--- config.mk ---
export PLATFORM = sky130hd
export DESIGN_NAME = div_ctrl
export DESIGN_NICKNAME = d
export VERILOG_FILES = /design/src/rtl/div_ctrl_pkg.sv /design/src/rtl/div_timeout_cnt.sv /design/src/rtl/div_ctrl.sv
export SDC_FILE = /design/constraint.sdc
export NUM_CORES = 1
export LEC_CHECK = 0
export CAP_MARGIN = 5
export CORE_ASPECT_RATIO = 0.9
export CORE_MARGIN = 2
export CORE_UTILIZATION = 40
export DETAILED_ROUTE_END_ITERATION = 10
export DONT_BUFFER_PORTS = 1
export PLACE_DENSITY = 0.58
export SLEW_MARGIN = 20
export SYNTH_ARGS = -nofsm -noshare
export SYNTH_HDL_FRONTEND = slang
export SYNTH_SLANG_ARGS = --single-unit
--- constraint.sdc ---
create_clock -name clk -period 2.8 [get_ports clk]
set_input_delay 0.42 -clock clk [delete_from_list [all_inputs] [get_ports clk]]
set_output_delay 0.42 -clock clk [all_outputs]
set_load 0.005 [all_outputs]
--- src/rtl/div_ctrl_pkg.sv ---
// Shared types and widths for the divider sequencer (div_ctrl) and its helpers.
package div_ctrl_pkg;

  localparam int unsigned DIV_OP_W     = 32;
  localparam int unsigned DIV_RESULT_W = 64;

  typedef enum logic [1:0] {
    DIV_IDLE = 2'd0,
    DIV_BUSY = 2'd1,
    DIV_ZERO = 2'd2,
    DIV_DONE = 2'd3
  } div_state_e;

  typedef struct packed {
    logic                sgn;
    logic [DIV_OP_W-1:0] op1;
    logic [DIV_OP_W-1:0] op2;
  } div_ops_t;

  // Divide-by-zero answer: remainder = dividend, quotient = all ones.
  function automatic logic [DIV_RESULT_W-1:0] div_zero_result(input logic [DIV_OP_W-1:0] op1);
    return {op1, {DIV_OP_W{1'b1}}};
  endfunction

endpackage

--- src/rtl/div_timeout_cnt.sv ---
// Clear/enable cycle counter with a terminal-count flag; saturates at LIMIT-1.
module div_timeout_cnt #(
  parameter int unsigned LIMIT = 40,
  parameter int unsigned CNT_W = 6
) (
  input  logic clk,
  input  logic rst,
  input  logic i_clr,
  input  logic i_en,
  output logic o_tc
);

  logic [CNT_W-1:0] r_cnt;

  // o_tc is high during the LIMIT-th enabled cycle since the last clear.
  assign o_tc = i_en && (r_cnt == CNT_W'(LIMIT - 1));

  always_ff @(posedge clk or negedge rst) begin
    if (!rst) begin
      r_cnt <= '0;
    end else if (i_clr) begin
      r_cnt <= '0;
    end else if (i_en && !o_tc) begin
      r_cnt <= r_cnt + 1'b1;
    end
  end

endmodule

--- src/rtl/div_ctrl.sv ---
// EX-stage sequencer for the multi-cycle divider core (DIV/DIVU).
// Optional `DIV_ZERO_FAST_EN: divisor 0 bypasses the core and answers in 3 cycles.
module div_ctrl
  import div_ctrl_pkg::*;
#(
  parameter int unsigned DIV_CYCLES     = 32,
  parameter int unsigned TIMEOUT_CYCLES = 40
) (
  input  logic                    clk,
  input  logic                    rst,
  input  logic                    div_req_i,
  input  logic                    div_signed_i,
  input  logic [DIV_OP_W-1:0]     div_op1_i,
  input  logic [DIV_OP_W-1:0]     div_op2_i,
  input  logic                    flush_i,
  output logic                    stall_o,
  output logic [DIV_RESULT_W-1:0] result_o,
  output logic                    result_valid_o,
  output logic                    err_o,
  output logic                    core_start_o,
  output logic                    core_annul_o,
  output logic                    core_signed_o,
  output logic [DIV_OP_W-1:0]     core_op1_o,
  output logic [DIV_OP_W-1:0]     core_op2_o,
  input  logic [DIV_RESULT_W-1:0] core_result_i,
  input  logic                    core_ready_i
);

  localparam int unsigned CNT_MAX = (TIMEOUT_CYCLES > DIV_CYCLES) ? TIMEOUT_CYCLES : DIV_CYCLES;
  localparam int unsigned CNT_W   = $clog2(CNT_MAX + 1);

  div_state_e               r_state;
  div_ops_t                 r_ops;
  logic [DIV_RESULT_W-1:0]  r_result;
  logic                     r_valid;
  logic                     r_err;
  logic                     r_start;
  logic                     r_annul;

  logic w_start_ok;
  logic w_cnt_en;
  logic w_cnt_clr;
  logic w_tc;

  assign w_start_ok = div_req_i & ~flush_i;
  assign w_cnt_en   = (r_state == DIV_BUSY);
  assign w_cnt_clr  = ~w_cnt_en;

  div_timeout_cnt #(
    .LIMIT (TIMEOUT_CYCLES),
    .CNT_W (CNT_W)
  ) u_timeout (
    .clk   (clk),
    .rst   (rst),
    .i_clr (w_cnt_clr),
    .i_en  (w_cnt_en),
    .o_tc  (w_tc)
  );

  // Stall must rise in the request cycle itself, before the FSM has moved.
  assign stall_o        = ((r_state == DIV_IDLE) & w_start_ok)
                        | (r_state == DIV_BUSY)
                        | (r_state == DIV_ZERO);
  // A flush landing in DONE kills the pulse in that same cycle.
  assign result_valid_o = r_valid & ~flush_i;

  assign result_o      = r_result;
  assign err_o         = r_err;
  assign core_start_o  = r_start;
  assign core_annul_o  = r_annul;
  assign core_signed_o = r_ops.sgn;
  assign core_op1_o    = r_ops.op1;
  assign core_op2_o    = r_ops.op2;

  always_ff @(posedge clk or negedge rst) begin
    if (!rst) begin
      r_state  <= DIV_IDLE;
      r_ops    <= '0;
      r_result <= '0;
      r_valid  <= 1'b0;
      r_err    <= 1'b0;
      r_start  <= 1'b0;
      r_annul  <= 1'b0;
    end else begin
      r_valid <= 1'b0;
      r_annul <= 1'b0;
      case (r_state)
        DIV_IDLE: begin
          if (w_start_ok) begin
            r_ops.sgn <= div_signed_i;
            r_ops.op1 <= div_op1_i;
            r_ops.op2 <= div_op2_i;
`ifdef DIV_ZERO_FAST_EN
            if (div_op2_i == '0) begin
              r_state <= DIV_ZERO;
            end else begin
              r_start <= 1'b1;
              r_state <= DIV_BUSY;
            end
`else
            r_start <= 1'b1;
            r_state <= DIV_BUSY;
`endif
          end
        end
        DIV_BUSY: begin
          // Priority: flush, then core completion, then timeout.
          if (flush_i) begin
            r_start <= 1'b0;
            r_annul <= 1'b1;
            r_state <= DIV_IDLE;
          end else if (core_ready_i) begin
            r_result <= core_result_i;
            r_start  <= 1'b0;
            r_valid  <= 1'b1;
            r_state  <= DIV_DONE;
          end else if (w_tc) begin
            r_err   <= 1'b1;
            r_start <= 1'b0;
            r_annul <= 1'b1;
            r_state <= DIV_IDLE;
          end
        end
        DIV_ZERO: begin
          if (flush_i) begin
            r_state <= DIV_IDLE;
          end else begin
            r_result <= div_zero_result(r_ops.op1);
            r_valid  <= 1'b1;
            r_state  <= DIV_DONE;
          end
        end
        DIV_DONE: begin
          r_state <= DIV_IDLE;
        end
        default: begin
          r_start <= 1'b0;
          r_state <= DIV_IDLE;
        end
      endcase
    end
  end

endmodule

# == Word level (Yosys, flattened, before mapping) ==
# Cells that the tools add are included.
# totals
ff_bits,141
in_bits,134
output_inout_bits,134
elab_cells,64
# classes
n_addsub,1
eq_ne,10
muxes,25
bitwise,7
n_reduce_logical,11
# ops
operator,count
two-way mux 64 bit,3
case mux 64 bit (2 select lines),1
two-way mux 6 bit,2
two-way mux 1 bit,11
two-way mux 2 bit,5
"inequality test 2 bit, second input constant",5
case mux 2 bit (4 select lines),1
AND reduction 4 bit,2
"adder 6 x 1 -> 6 bit, second input constant",1
"== test 6 bit, second input constant",1
"== test 2 bit, second input constant",2
"inequality test 4 bit, second input constant",1
case mux 1 bit (2 select lines),2
AND reduction 2 bit,2
nonzero test 2 bit,2
AND 1 bit,3
AND reduction 3 bit,1
"== test 2 x 1 -> 1 bit, second input constant",1
logical AND 1 bit,2
logical NOT 2 bit,1
inverter 1 bit,2
OR 1 bit,2
logical NOT 1 bit,1

# == Logic depth before layout (Yosys ltp) ==
# Gate-level depths: netlist of run 1.
# depth
depth_word,6
depth_mapped,9
mapped_depth_nobuf,6

# == Modules after synthesis ==
# Synthesis of run 1 repeated with hierarchy kept, for this count alone.
# unflattened
cells_unflattened,506
hier_area_um2,6246.0
# by_module_without_submodules
module,n_inst,cells_each,area_each_um2,seq_area_each_um2
div_ctrl,1,465,5875.6,3378.2
div_timeout_cnt,1,41,370.4,150.1

# == Worst setup path after synthesis of run 1 ==
# Ideal clock, no wire load.
# synth_path
path_kind,register to output
start,register r_state[0]
end,output port stall_o
arrival_ns,1.275
required_ns,2.380
slack_ns,1.105
stages_incl_launch_ff,8
n_path_buf,3
path_cell_list,dfrtp_1 inv_1 ha_1 buf_2 buf_6 clkbuf_1 nor2_1 nand2_1
# synth_between
elab_chain_len,4
word_cells_on_any_way,6
classes_between,eq/ne (2); bitwise (3); reduce/logical (1)
# synth_rtl
element,line,rtl
start: declaration,div_ctrl.sv:32,div_state_e r_state;
start signal: assignment,div_ctrl.sv:77,r_state <= DIV_IDLE;
start signal: assignment,div_ctrl.sv:102,r_state <= DIV_BUSY;
start signal: assignment,div_ctrl.sv:111,r_state <= DIV_IDLE;
logical NOT 2 bit,div_ctrl.sv:61,assign stall_o = ((r_state == DIV_IDLE) & w_start_ok)
AND 1 bit,div_ctrl.sv:61,
OR 1 bit,div_ctrl.sv:62,| (r_state == DIV_BUSY)
OR 1 bit (*),div_ctrl.sv:63,| (r_state == DIV_ZERO);
end: declaration,div_ctrl.sv:16,"output logic stall_o,"
# Every way passes the cells marked *; elsewhere a longest branch is shown, timed or not.

# == Final worst setup path of run 1 ==
# Same ends and word-level chain as after synthesis.

==> impl_metrics.json, run 1 <==
{
  "status": "complete, but fails checks",
  "violations": "negative hold slack",
  "clockBufferDepth": 2,
  "yosysMostFrequentCell": "dfrtp_1",
  "rsz0062_at_grt": "no",
  "wire_per_inst_um": 18.4,
  "arrival_ns": 1.89,
  "netlist_instances": 481,
  "ys.flop_type": "dfrtp_1",
  "hpwlAfterDp_um": 8840,
  "period_minus_slack_ns": 2.31,
  "power.leakage_nw": 2.86,
  "fp-row-count": 42,
  "multi_input_area_sq_um": 2180,
  "timing.hold.ws_ns": -0.301,
  "place_area_sq_um": 6030,
  "post-route-period-util_pct": 82.3,
  "grt_most_used_layer": "met2",
  "crit_chain": "inv_1 > ha_1 > nand3b_4 > nand2_1",
  "hold_violations": 141,
  "start_kind": "flip-flop",
  "grt_first_pass_wirelength_um": 20500,
  "finalPower_w": 0.00804,
  "syn-num-nets": 620,
  "placedCellCount": 654,
  "synth_edf_count": 0,
  "endpoint_kind": "primary output",
  "fillers": 1363,
  "hp-class": "in2async",
  "cts_root_buf": "clkbuf_16",
  "dieHeight_um": 119,
  "drive_above_1_share_pct": 21.9,
  "finalInstanceArea_sq_um": 6650,
  "synth_common_cells": "dfrtp_1 (141), nor2_1 (105), a21oi_1 (65), mux2_2 (45), mux2i_1 (34)",
  "gp_congestion": 0.742,
  "met3_usage_pct": 8.43,
  "finalSetupViolCount": 0,
  "grt_pass1_vias": 3688,
  "grt_usage_pct": 16.8,
  "io_pins": 268,
  "synth.top_cell.area_share_pct": 59.9,
  "cpMaxStageDelayCell": "nand3b_4",
  "viasPerCell": 5.13,
  "drtPass1Iterations": 5,
  "cpPeakStageDelay_ns": 0.43,
  "clk_pin_slew_ns": 0.06,
  "synth_area_leader_cell": "dfrtp_1",
  "dr_total_vias": 3525,
  "drc": 0,
  "clk_latency_ns": 0.41,
  "dieArea_sq_um": 15700,
  "grt_overflow": 0,
  "fmax_mhz": 434,
  "htreeDepth": 4,
  "maxCapViolations": 0,
  "syn_area_per_cell_sq_um": 12.2,
  "initial_core_util_pct": 40.5,
  "powerDensity_nw_per_um2": 1210,
  "fp.dieW_um": 132,
  "grt_util_met1_pct": 19.6,
  "ys_ff_latch": 141,
  "stdcell_count": 687,
  "synthTopCellsByArea": "dfrtp_1 (60%), mux2_2 (8.6%), nor2_1 (6.7%), mux2i_1 (5.8%), a21oi_1 (5.5%)",
  "final.setup.tns_ns": 0,
  "fin_skew_ns": 0.0108,
  "drv_slew": 0,
  "antenna_left": 0,
  "io_buffers": 0,
  "vdd_ir_drop_max_v": 0.000666,
  "cts-buffers-inserted": 17,
  "syn_to_final_growth_pct": 12.8,
  "antenna_found_initial": 1,
  "cts_setup_buffers": 0,
  "cts_tree": "yes",
  "grt_util_met2_pct": 26.2,
  "syn_area_sq_um": 5890,
  "clock-sinks": 141,
  "ys_types": 29,
  "ys_seq_area_share_pct": 59.9,
  "critPathKind": "reg2out",
  "ys_warn_count": 0,
  "critPathMaxFanout": 27,
  "routed_wl_um": 12700,
  "num-nets-final": 614,
  "core_area_sq_um": 14600,
  "tightest_slew_ns": 0.563,
  "relSlewSlack_pct": 62.4,
  "grt_max_degree": 142,
  "drt_iter0_drc": 219,
  "worstPathRequired_ns": 2.38,
  "cts-resized-gates": 0,
  "final_util_pct": 45.7,
  "async_flop_share_pct": 100,
  "seq_area_sq_um": 3530
}
[per-stage QoR]
| step | hold slack [ns] | worst slack (ns) |
|---|---|---|
| 2_1_floorplan | 0.124 | 1.11 |
| 3_3_place_gp | 0.127 | 0.791 |
| 3_5_place_dp | 0.126 | 0.743 |
| 4_1_cts | -0.328 | 0.422 |
| 5_1_grt | -0.336 | 0.321 |
| 6_report | -0.301 | 0.495 |
[power breakdown]
| part | switching (W) | internal (W) | leakage [nW] |
|---|---|---|---|
| sequential | 0.000893 | 0.00303 | 1.63 |
| clock | 0.000861 | 0.00146 | 0.297 |
| combinational | 0.000822 | 0.000980 | 0.934 |
[registers in the layout (all words and copies together), names as in the netlist]
register / flops
r_state: 2
core_signed_o: 1
err_o: 1
result_o: 64
core_annul_o: 1
core_op2_o: 32
r_valid: 1
core_op1_o: 32
core_start_o: 1
u_timeout.r_cnt: 6
[path summary, 6_finish.rpt]
check | slack (ns) | to | cells past startpoint | startpoint
max in group asynchronous | 2.92 | u_timeout.r_cnt[1] | 0 | rst
max reg2reg | 0.75 | core_op1_o[13] | 5 | r_state[0]
max | 0.49 | stall_o | 4 | r_state[0]
min | -0.30 | core_op1_o[19] | 0 | rst
min in group clk | 0.14 | core_annul_o | 1 | flush_i
min reg2reg | 0.52 | err_o | 1 | err_o
[routing by layer]
metal / vias to the layer above / wire length [um]
met4: 0 / 241
met1: 1713 / 4900
met3: 16 / 1280
met2: 166 / 6260
li1: 1630 / -
met5: - / 0
[critical path: cells and delay by family, from the launching register on]
| kind | cells | cell delay [ns] |
|---|---|---|
| and+or+nand+nor | 2 | 0.69 |
| DFF | 1 | 0.38 |
| adders and majority gates | 1 | 0.24 |
| buffers and inverters | 1 | 0.16 |
[cell usage in the layout (no fill, tap or decap), types with 3 or more instances in the layout]
cell type / instances
inv_1: 3
and2_1: 3
nand3_1: 3
xnor2_1: 4
bufinv_16: 3
mux2_2: 45
nor2_1: 104
buf_4: 3
mux2i_1: 34
clkbuf_16: 17
mux2_4: 21
dfrtp_1: 141
ha_1: 4
a21oi_1: 65
inv_6: 3
nand2_1: 7
[area by class of cell]
cell class / count / share of cell area, %
clock inverters: 12 / 2.39
multi-input cells: 307 / 32.8
diodes: 1 / 0.0376
flip-flops and latches: 141 / 53.1
inverters: 3 / 0.169
well taps: 198 / 3.73
clock buffers: 20 / 6.87
repair buffers: 5 / 0.941
[cell families after synthesis]
kind of cell	synth area share (%)
XOR/XNOR	0.595
AND/OR/NAND/NOR	8.79
AO/OA/AOI/OAI	6.50
adder cells (fa/ha/maj)	1.06
flip-flops	59.9
buffers and inverters	3.44
multiplexers	19.7
Note: power is estimated with default switching activity, not from simulation.
==> inputs of run 2 (changes only) <==
- ABC_AREA: not set -> 1
- clock period: 2.8 -> 2.2 ns (I/O delays scaled with it)
==> impl_metrics.json, run 2 <==
{
  "io_buffers": 0,
  "dieHeight_um": 120,
  "core_area_sq_um": 14600,
  "async_flop_share_pct": 100,
  "grt_overflow": 0,
  "ys_warn_count": 0,
  "ys_types": 21,
  "syn_area_per_cell_sq_um": 8.10,
  "synth_edf_count": 0,
  "fmax_mhz": 500,
  "final_common_cell": "nand2_1",
  "synth_common_cells": "nand2_1 (442), dfrtp_1 (141), nor2_1 (45), o21ai_0 (28), buf_2 (18)",
  "drtPass1Iterations": 4,
  "syn_area_sq_um": 5960,
  "tightest_slew_ns": 0.414,
  "viasPerCell": 4.88,
  "largest_reg_flops": 64,
  "arrival_ns": 1.67,
  "final.setup.tns_ns": 0,
  "post-route-period-util_pct": 91.0,
  "yosysMostFrequentCell": "nand2_1",
  "multi_input_area_sq_um": 2180,
  "drt_iter0_drc": 311,
  "fillers": 1470,
  "grt_max_degree": 142,
  "vdd_ir_drop_max_v": 0.000550,
  "drive_above_1_share_pct": 6.11,
  "hold_violations": 141,
  "synth.top_cell.area_share_pct": 59.2,
  "dieArea_sq_um": 15900,
  "cts_tree": "yes",
  "synth_area_leader_cell": "dfrtp_1",
  "clockBufferDepth": 2,
  "final_cell_mix": "nand2_1 (442), dfrtp_1 (141), nor2_1 (45), o21ai_0 (28), clkbuf_16 (17)",
  "grt_pass1_vias": 4464,
  "clock-sinks": 141,
  "critPathMaxFanout": 10,
  "clock_power_share_pct": 27.2,
  "fin_ws_ns": 0.199,
  "ys_ff_latch": 141,
  "p_seq_share_pct": 51.3,
  "gp_congestion": 0.832,
  "grt_usage_pct": 19.5,
  "switching_power_w": 0.00337,
  "pre_cts_ws_ns": 0.364,
  "antenna_cells": 0,
  "comb_power_share_pct": 21.5,
  "ys.flop_type": "dfrtp_1",
  "hpwlAfterDp_um": 10500,
  "swShare_pct": 35.8,
  "dr_total_vias": 4561,
  "violations": "negative hold slack",
  "fin_skew_ns": 0.00756,
  "io_pins": 268,
  "initial_core_util_pct": 40.8,
  "maxCapViolations": 0,
  "seq_area_sq_um": 3530,
  "fp-row-count": 42,
  "period_minus_slack_ns": 2.00,
  "ys_seq_area_share_pct": 59.2,
  "rsz0062_at_grt": "no",
  "p_int_w": 0.00605,
  "wire_per_inst_um": 16.1,
  "netlist_instances": 735,
  "num-nets-final": 865,
  "cts-resized-gates": 0,
  "htreeDepth": 4,
  "antenna_found_initial": 0,
  "relSlewSlack_pct": 72.4,
  "clk_latency_ns": 0.41,
  "grt_first_pass_wirelength_um": 23900,
  "routed_wl_um": 15100,
  "syn-num-nets": 874,
  "endpoint_kind": "primary output",
  "synthTopCellsByArea": "dfrtp_1 (59%), nand2_1 (28%), nor2_1 (2.8%), o21ai_0 (2.4%), buf_2 (1.5%)",
  "critPathKind": "reg2out",
  "syn_to_final_growth_pct": 11.4,
  "worstPathRequired_ns": 1.87,
  "final_util_pct": 45.4,
  "timing.hold.ws_ns": -0.389,
  "drc": 0,
  "antenna_left": 0,
  "drv_slew": 0,
  "cts_setup_buffers": 0,
  "clk_pin_slew_ns": 0.06,
  "start_kind": "flip-flop",
  "powerDensity_nw_per_um2": 1420,
  "cts_root_buf": "clkbuf_16",
  "fp.dieW_um": 133,
  "cts-buffers-inserted": 17,
  "finalSetupViolCount": 0,
  "status": "complete, but fails checks",
  "hp-class": "in2async",
  "power.leakage_nw": 3.59
}
==> run 2: changes by cell type after synthesis, sizes merged, moves of 4 or more <==
cell	before	now
a21oi	65	1
clkbuf	4	9
inv	3	14
mux2	66	0
mux2i	34	0
nand2	7	443
nand3	3	8
nor2	105	45
o21ai	3	34
xnor2	4	0
==> run 2: kinds of logic (layout without fill, tap and decap cells) <==
group / Yosys count / in the layout / share of synthesized area [%]
buffers and inverters: 52 / 54 / 4.35
XOR/XNOR: 2 / 2 / 0.294
adder cells (fa/ha/maj): 5 / 5 / 1.05
flip-flops: 141 / 141 / 59.2
AND/OR/NAND/NOR: 497 / 497 / 31.5
AO/OA/AOI/OAI: 38 / 38 / 3.53
==> run 2: worst paths after layout <==
kind,cells after the start,slack (ns),end,start
max in group asynchronous,0,2.43,result_o[52],rst
min in group clk,2,0.02,core_op1_o[11],div_op1_i[11]
setup reg to reg,8,0.38,result_o[39],r_state[1]
setup / recovery,5,0.20,stall_o,r_state[0]
hold reg to reg,1,0.49,err_o,err_o
hold / removal,0,-0.39,core_op2_o[15],rst
==> run 2: power by group through the flow <==
stage	clock, W	combinational (W)	sequential [W]
2_1_floorplan	0	0.00170	0.00450
3_3_place_gp	0	0.00195	0.00486
3_5_place_dp	0	0.00207	0.00486
4_1_cts	0.00262	0.00206	0.00485
5_1_grt	0.00275	0.00240	0.00497
6_report	0.00257	0.00202	0.00483
==> run 2: critical path, stage by stage (launching register included) <==
cell     delay (ns)
dfrtp_1        0.39
inv_1          0.13
ha_1           0.24
nand3_2        0.14
buf_4          0.21
nand3_1        0.13
==> run 2: layout make-up <==
cell class                 count  share of cell area (%)
clock buffer                  24                    7.41
multi-input combinational    542                    32.8
tap                          198                    3.73
clock inverter                 6                   0.566
sequential                   141                    53.2
inverter                      14                   0.792
timing repair buffer          10                    1.51
==> run 2: through the flow <==
step,std cells,instance area [sq um],power (W)
global route,935,6640,0.0101
floorplan,735,5960,0.00620
CTS,935,6640,0.00953
global placement,905,6110,0.00681
finish,935,6640,0.00942
detailed placement,905,6110,0.00693
==> run 2: layer usage <==
layer	GRT usage (%)	up-vias	wire length (um)
li1	-	2212	-
met1	23.8	2114	6310
met2	31.1	204	7100
met3	7.48	31	1250
met4	7.86	0	393
met5	0	-	0
==> inputs of run 3 (changes only) <==
- CORE_MARGIN: 2 -> 3
- PLACE_DENSITY: 0.58 -> 0.6
- SYNTH_HIERARCHICAL: not set -> 1
- clock period: 2.2 -> 1.7 ns (I/O delays scaled with it)
==> impl_metrics.json, run 3 <==
{
  "async_flop_share_pct": 100,
  "maxCapViolations": 0,
  "clockBufferDepth": 2,
  "cts_root_buf": "clkbuf_16",
  "syn_area_per_cell_sq_um": 8.14,
  "timing.hold.ws_ns": -0.476,
  "dr_total_vias": 5579,
  "status": "complete, but fails checks",
  "netlist_instances": 798,
  "hold_violations": 141,
  "arrival_ns": 1.43,
  "post-route-period-util_pct": 99.3,
  "synth_common_cells": "nand2_1 (382), dfrtp_1 (141), nand3_1 (140), or2_2 (33), buf_2 (28)",
  "period_minus_slack_ns": 1.69,
  "antenna_left": 0,
  "routed_wl_um": 19700,
  "holdBufCountCts": 65,
  "fmax_mhz": 592,
  "ys_ff_latch": 141,
  "rsz0062_at_grt": "yes",
  "grt_max_degree": 142,
  "grt_usage_pct": 22.1,
  "critPathMaxFanout": 4,
  "pre_cts_ws_ns": 0.0140,
  "final_util_pct": 52.6,
  "synth.top_cell.area_share_pct": 54.3,
  "worstPathRequired_ns": 1.44,
  "endpoint_kind": "primary output",
  "drtPass1Iterations": 5,
  "drv_slew": 0,
  "antenna_found_initial": 0,
  "ys_seq_area_share_pct": 54.3,
  "critPathKind": "reg2out",
  "ys_types": 25,
  "start_kind": "flip-flop",
  "powerDensity_nw_per_um2": 1830,
  "grt_first_pass_wirelength_um": 31000,
  "clock-sinks": 141,
  "finalInstanceArea_sq_um": 8230,
  "violations": "negative hold slack",
  "cts-buffers-inserted": 17,
  "clk_latency_ns": 0.42,
  "final_cell_mix": "nand2_1 (379), dfrtp_1 (140), nand3_1 (139), dlygate4sd3_1 (65), or2_2 (33)",
  "num-nets-final": 1001,
  "htreeDepth": 4,
  "finalSetupViolCount": 0,
  "rrSetupSlack_ns": 0.05,
  "viasPerCell": 5.18,
  "fin_skew_ns": 0.00760,
  "grt_overflow": 0,
  "rr_endpoint": "result_o[2]",
  "synth_edf_count": 0,
  "fin_ws_ns": 0.0120,
  "yosysMostFrequentCell": "nand2_1",
  "clk_pin_slew_ns": 0.06,
  "hpwlAfterDp_um": 12600,
  "ys.flop_type": "dfrtp_1",
  "ys_warn_count": 6,
  "drc": 0,
  "synth_area_leader_cell": "dfrtp_1",
  "wire_per_inst_um": 18.3,
  "final_common_cell": "nand2_1",
  "cts_tree": "yes",
  "relSlewSlack_pct": 81.6,
  "r2r-start": "r_state[0]",
  "syn-num-nets": 939,
  "dieHeight_um": 127,
  "initial_core_util_pct": 41.5,
  "core_area_sq_um": 15700,
  "largest_reg_flops": 64,
  "syn_area_sq_um": 6490,
  "vdd_ir_drop_max_v": 0.000988,
  "dieArea_sq_um": 17800,
  "fp.dieW_um": 140,
  "gp_congestion": 0.904,
  "io_buffers": 0,
  "hp-class": "in2async",
  "synthTopCellsByArea": "dfrtp_1 (54%), nand2_1 (22%), nand3_1 (11%), or2_2 (3.2%), buf_2 (2.2%)",
  "place_area_sq_um": 6670,
  "syn_to_final_growth_pct": 26.8,
  "grt_pass1_vias": 5690,
  "finalPower_w": 0.0151,
  "tightest_slew_ns": 0.277,
  "power.leakage_nw": 4.30,
  "drive_above_1_share_pct": 13.7,
  "io_pins": 268,
  "drt_iter0_drc": 388,
  "reg2reg_depth": 8,
  "fp-row-count": 43
}
run 3: changes by cell type after synthesis, sizes merged, moves of 4 or more:
cell,change
buf,+12
nand3,+132
nor2,-35
inv,+4
or2,+33
nand2,-59
o21ai,-31
run 3: layout make-up:
cell class	count	area (sq um)
antenna	1	2.50
clock buffer	18	439
clock inverter	14	183
fill	1443	7420
inverter	18	85.1
multi-input combinational	587	2680
sequential	141	3530
tap	202	253
timing repair buffer	95	1060
run 3: per-stage QoR:
step / TNS, ns / instances
global placement: 0 / 964
finish: 0 / 1076
detailed placement: 0 / 964
global route: -0.0398 / 1075
CTS: -0.0290 / 1071
floorplan: 0 / 798
run 3: repair_timing:
| action | CTS | global route |
|---|---|---|
| gates resized for setup | 22 | 12 |
| buffers inserted | 8 | 3 |
| endpoints found under the setup margin | 2 | 56 |
| pin swaps | 1 | 2 |
| hold endpoints to repair | 206 | 141 |
| cloned | 2 | 1 |
run 3: worst max-delay path: stages, from the launching register on:
cell     delay, ns
dfrtp_2       0.41
buf_6         0.14
inv_8         0.07
ha_4          0.16
inv_8         0.04
buf_12        0.12
nand3_4       0.07
run 3: logic make-up after synthesis:
group / count (synthesis) / share of synthesized area [%]
flops: 141 / 54.3
buf+inv: 70 / 5.74
fa+ha+maj: 7 / 1.35
compound gates: 9 / 1.02
simple gates: 569 / 37.3
xor+xnor: 2 / 0.270
run 3: report_power, final:
part | switching, W | internal [W]
logic | 0.00282 | 0.00189
clock network | 0.00151 | 0.00237
registers | 0.00155 | 0.00492
run 3: worst max-delay path by stage:
stage               start      endpoint  cells past startpoint
6_report       r_state[0]       stall_o                      6
4_1_cts        r_state[1]       stall_o                      5
5_1_grt        r_state[0]       stall_o                      6
3_3_place_gp   r_state[0]  result_o[32]                      7
2_1_floorplan  r_state[0]       stall_o                      7
3_5_place_dp   r_state[1]    r_state[1]                      9
run 3: metal layers:
| layer | part of all wire (%) | global-route usage (%) |
|---|---|---|
| met1 | 38 | 26.3 |
| met5 | 0 | 0 |
| met2 | 48 | 35.8 |
| met3 | 11 | 8.74 |
| met4 | 2.9 | 9.23 |
